===== src/rtl/arith_pkg.sv =====
// Shared definitions for the multi-cycle arithmetic blocks.
// Holds the serial FSM state type and the iteration-counter width helper.
package arith_pkg;

    typedef enum logic [0:0] {
        IDLE = 1'b0,
        RUN  = 1'b1
    } serial_add_state_t;

    // Width of a counter that must be able to hold the value n.
    function automatic int cnt_width(input int n);
        return (n < 1) ? 1 : $clog2(n + 1);
    endfunction

endpackage


===== src/rtl/digit_adder.sv =====
// Combinational DIGIT-bit ripple-carry slice.
// Built from full-adder cells: XOR-of-three sum, majority carry.
module digit_adder #(
    parameter int DIGIT = 1
) (
    input  logic [DIGIT-1:0] a,
    input  logic [DIGIT-1:0] b,
    input  logic             cin,
    output logic [DIGIT-1:0] s,
    output logic             cout
);

    logic [DIGIT:0] c;

    assign c[0] = cin;

    for (genvar i = 0; i < DIGIT; i++) begin : g_bit
        assign s[i]   = a[i] ^ b[i] ^ c[i];
        assign c[i+1] = (a[i] & b[i]) | (a[i] & c[i]) | (b[i] & c[i]);
    end

    assign cout = c[DIGIT];

endmodule


===== src/rtl/serial_adder.sv =====
// Multi-cycle serial adder: a + b + carryin, DIGIT bits per clock.
// start/done handshake; sum/carry hold the last completed result.
module serial_adder
    import arith_pkg::*;
#(
    parameter int WIDTH = 8,
    parameter int DIGIT = 1
) (
    input  logic             clk,
    input  logic             rst,
    input  logic             start,
    input  logic [WIDTH-1:0] a,
    input  logic [WIDTH-1:0] b,
    input  logic             carryin,
    output logic             busy,
    output logic             done,
    output logic [WIDTH-1:0] sum,
    output logic             carry
);

    localparam int N  = WIDTH / DIGIT;
    localparam int CW = cnt_width(N);

    serial_add_state_t state, nxt;

    logic [WIDTH-1:0] ra, rb, rr, res_nxt;
    logic             rc;
    logic [CW-1:0]    cnt;
    logic [DIGIT-1:0] ds;
    logic             dcout;
    logic             last;

    digit_adder #(.DIGIT(DIGIT)) u_slice (
        .a    (ra[DIGIT-1:0]),
        .b    (rb[DIGIT-1:0]),
        .cin  (rc),
        .s    (ds),
        .cout (dcout)
    );

    // Result fills from the MSB end so the first digit lands at bit 0 after N shifts.
    if (DIGIT == WIDTH) begin : g_res_full
        assign res_nxt = ds;
    end else begin : g_res_shift
        assign res_nxt = {ds, rr[WIDTH-1:DIGIT]};
    end

    assign last = (cnt == CW'(N - 1));
    assign busy = (state == RUN);

    always_comb begin
        nxt = state;
        case (state)
            IDLE:    if (start) nxt = RUN;
            RUN:     if (last)  nxt = IDLE;
            default: nxt = IDLE;
        endcase
    end

    always_ff @(posedge clk) begin
        if (rst) begin
            state <= IDLE;
            cnt   <= '0;
            ra    <= '0;
            rb    <= '0;
            rr    <= '0;
            rc    <= 1'b0;
            sum   <= '0;
            carry <= 1'b0;
            done  <= 1'b0;
        end else begin
            state <= nxt;
            done  <= 1'b0;
            case (state)
                IDLE: begin
                    if (start) begin
                        ra  <= a;
                        rb  <= b;
                        rc  <= carryin;
                        cnt <= '0;
                    end
                end
                RUN: begin
                    ra  <= ra >> DIGIT;
                    rb  <= rb >> DIGIT;
                    rr  <= res_nxt;
                    rc  <= dcout;
                    cnt <= cnt + CW'(1);
                    if (last) begin
                        sum   <= res_nxt;
                        carry <= dcout;
                        done  <= 1'b1;
                    end
                end
                default: ;
            endcase
        end
    end

endmodule


===== config.mk =====
export PLATFORM = sky130hd
export DESIGN_NAME = serial_adder
export DESIGN_NICKNAME = d
export VERILOG_FILES = /design/src/rtl/arith_pkg.sv /design/src/rtl/digit_adder.sv /design/src/rtl/serial_adder.sv
export SDC_FILE = /design/constraint.sdc
export NUM_CORES = 1
export LEC_CHECK = 0
export ABC_AREA = 1
export CELL_PAD_IN_SITES_DETAIL_PLACEMENT = 1
export CELL_PAD_IN_SITES_GLOBAL_PLACEMENT = 1
export CORE_ASPECT_RATIO = 0.5
export CORE_MARGIN = 1
export CORE_UTILIZATION = 36
export CTS_CLUSTER_DIAMETER = 120
export DETAILED_ROUTE_END_ITERATION = 8
export PLACE_DENSITY = 0.75
export SYNTH_ARGS = -nofsm -noshare
export SYNTH_HDL_FRONTEND = slang
export SYNTH_SLANG_ARGS = --single-unit

===== constraint.sdc =====
create_clock -name clk -period 1.6 [get_ports clk]
set_clock_uncertainty 0.1 [all_clocks]
set_input_delay 0.32 -clock clk [delete_from_list [all_inputs] [get_ports clk]]
set_output_delay 0.32 -clock clk [all_outputs]
set_load 0.02 [all_outputs]

==> results.yml <==
outcome:
  outcome: "finished, final reports clean"
routing:
  vias_per_cell: 4.87
  drc_errors: 0
  first_iter_violations: 31
  drtAntennaViolNets: 0
  wl_um: 3960
  post_drt_wl_per_cell_um: 12.4
  vias: 1548
  dr.pass1.iters: 4
logic_synthesis:
  netlist_instances: 227
  syn-num-nets: 249
  synth_top_area_frac: 0.475
  ys_top_cells_by_area: "dfxtp_1 (48%), nand2_1 (17%), nand3_1 (12%)"
  synth-seq-area-share: 0.475
  synth.avg_cell_area_um2: 7.24
  synth_most_common_cell: "nand2_1"
  synth_warnings: 0
  synth_flop_cell: "dfxtp_1"
  synth-edff-count: 0
  synth_seq_cells: 39
  yosys.area.top_type: "dfxtp_1"
  synthDistinctLibCells: 16
  synth_common_cells: "nand2_1 (76), nand3_1 (41), dfxtp_1 (39)"
  synthArstFlopShare: 0
  netlist_area_um2: 1640
clock_tree:
  postCtsSetupBuffers: 0
  cts_hold_buf: 0
  clk_latency_ps: 300
  root_buffer: "clkbuf_8"
  cts-resized-gates: 11
  numCtsBuffers: 5
  clock_sinks: 39
  path_clk_slew_ps: 80
  cts_tree: "built"
  cts_buffer_depth: 2
  htreeDepth: 2
sta:
  finalSetupViolCount: 0
  fin_setup_tns_ps: 0
  min_period_ps: 1460
  grt_setup_unrepaired: "no"
  relSlewSlack: 0.767
  max_clock_freq_mhz: 686
  slew_violations: 0
  tightest_slew_ps: 349
  fin_crit_sh: 0.911
  hold_ws_ps: 365
  report.final.hold_viol_count: 0
cells_and_area:
  filler_cell_count: 538
  layout-drive-gt1-share: 0.0909
  design_area_um2: 2140
  n_antenna_cell: 0
  synthToLayoutAreaGrowth_pct: 30.0
  nNetsFinal: 285
setup_path:
  cp_max_fo: 2
  max_stage_delay_ps: 390
  ff2ff_path_depth: 7
  worstPathArrival_ps: 1040
  crit_family: "flip-flops"
  r2r-start: "busy"
  reg2reg_slack_ps: 160
  critPathLaunch: "busy"
  worstSetupPathType: "reg2out"
  start_kind: "flip-flop"
  cp-end-kind: "output port"
  crit_buf_inv: 1
  worstPathRequired_ps: 1180
  cp-endpoint: "busy"
  cp.depth: 1
  slowest_stage: "dfxtp_1"
  r2r-end: "rb[6]"
  path_cells: "dlygate4sd2_1"
placed_design:
  post_dp_cell_area_um2: 2040
  io_buffers: 30
  dp_hpwl_um: 2850
  gp_congestion: 0.746
power_and_ir_drop:
  p_leak_uw: 0.00109
  clockPowerShare: 0.392
  power_frac_seq: 0.492
  p_int_uw: 1600
  switchingPower_uw: 520
  peakVddDrop_mv: 0.419
  powerDensity_nw_per_um2: 990
  comb_power_share: 0.116
  switching_share: 0.246
worst_hold_path:
  whs_path_depth: 2
  hold_path.class: "reg2reg"
  worstHoldStart: "rr[1]"
global_route:
  gr-total-overflow: 0
  antenna_found_initial: 0
  grt_pass1_vias: 1626
  grt_pass1_wl_um: 7100
  grt_max_degree: 23
  track_usage: 0.187
die:
  rows: 16
  die_h_um: 49.8
  die_area_um2: 4850
  core_um2: 4120
  io_pins: 31
  start_util: 0.398
  dieWidth_um: 97.5
job:
  drv_cap: 0
[layout by cell type, fill, tap and decap left out, drive strengths merged, types with 5 or more instances in the layout]
cell type	n
dfxtp	39
nand2	77
clkbuf	5
a21oi	5
o21ai	9
inv	20
clkdlybuf4s50	19
buf	11
nor2	21
nand3	41
dlygate4sd2	11
[metal layers]
metal	wire, µm	up-vias	GRT usage	part of all wire
met5	0	-	0	0
met4	89	0	0.0809	0.022
met3	166	10	0.0539	0.042
met2	1840	33	0.326	0.46
met1	1870	719	0.217	0.47
li1	-	786	-	-
[layout make-up]
class	instances	area, µm²	share of cell area
Sequential cell	39	781	0.366
Multi-Input combinational cell	156	706	0.330
Inverter	20	75.1	0.0351
Tap cell	54	67.6	0.0316
Clock inverter	3	43.8	0.0205
Clock buffer	5	68.8	0.0322
Timing Repair Buffer	41	394	0.185
[stage by stage]
step / power [µW] / util / setup slack [ps] / std cells
after floorplan: 1200 / - / 412 / 227
after global placement: 1300 / 0.494 / 50.1 / 310
after detailed placement: 1310 / 0.494 / 3.92 / 310
after CTS: 2150 / 0.518 / 124 / 318
after global routing: 2220 / 0.518 / 38.8 / 318
final: 2120 / 0.518 / 143 / 318
[state kept, by name, indices dropped and copies added (netlist names)]
signal	cells
busy	1
carry	1
cnt	4
done	1
ra	8
rb	8
rc	1
rr	7
sum	8
[worst register-to-register path: cells and delay by family, from the launching register on]
kind                   cells  cell delay, ps
buffers and inverters      4             730
and+or+nand+nor            3             210
DFF                        1             350
[cell families (layout without fill, tap and decap cells)]
group                      after synthesis  count (layout)  synth area share
and+or+nand+nor                        140             140             0.367
DFF                                     39              39             0.475
buffers and inverters                   32              69            0.0952
AOI/OAI and AO/OA                       14              14            0.0426
adders and majority gates                2               2            0.0198
[worst min-delay path by stage]
| stage | slack (ps) | endpoint |
|---|---|---|
| 5_1_grt | 390 | sum[0] |
| 2_1_floorplan | 290 | cnt[1] |
| 6_report | 360 | sum[0] |
| 3_3_place_gp | 330 | sum[0] |
| 4_1_cts | 370 | carry |
| 3_5_place_dp | 360 | carry |
[power by group through the flow]
stage	registers (µW)	clock network [µW]	logic (µW)
finish	1040	829	246
global route	1050	894	278
detailed placement	1060	0	249
floorplan	1060	0	143
CTS	1040	856	250
global placement	1060	0	241
(Power assumes the default switching activity.)
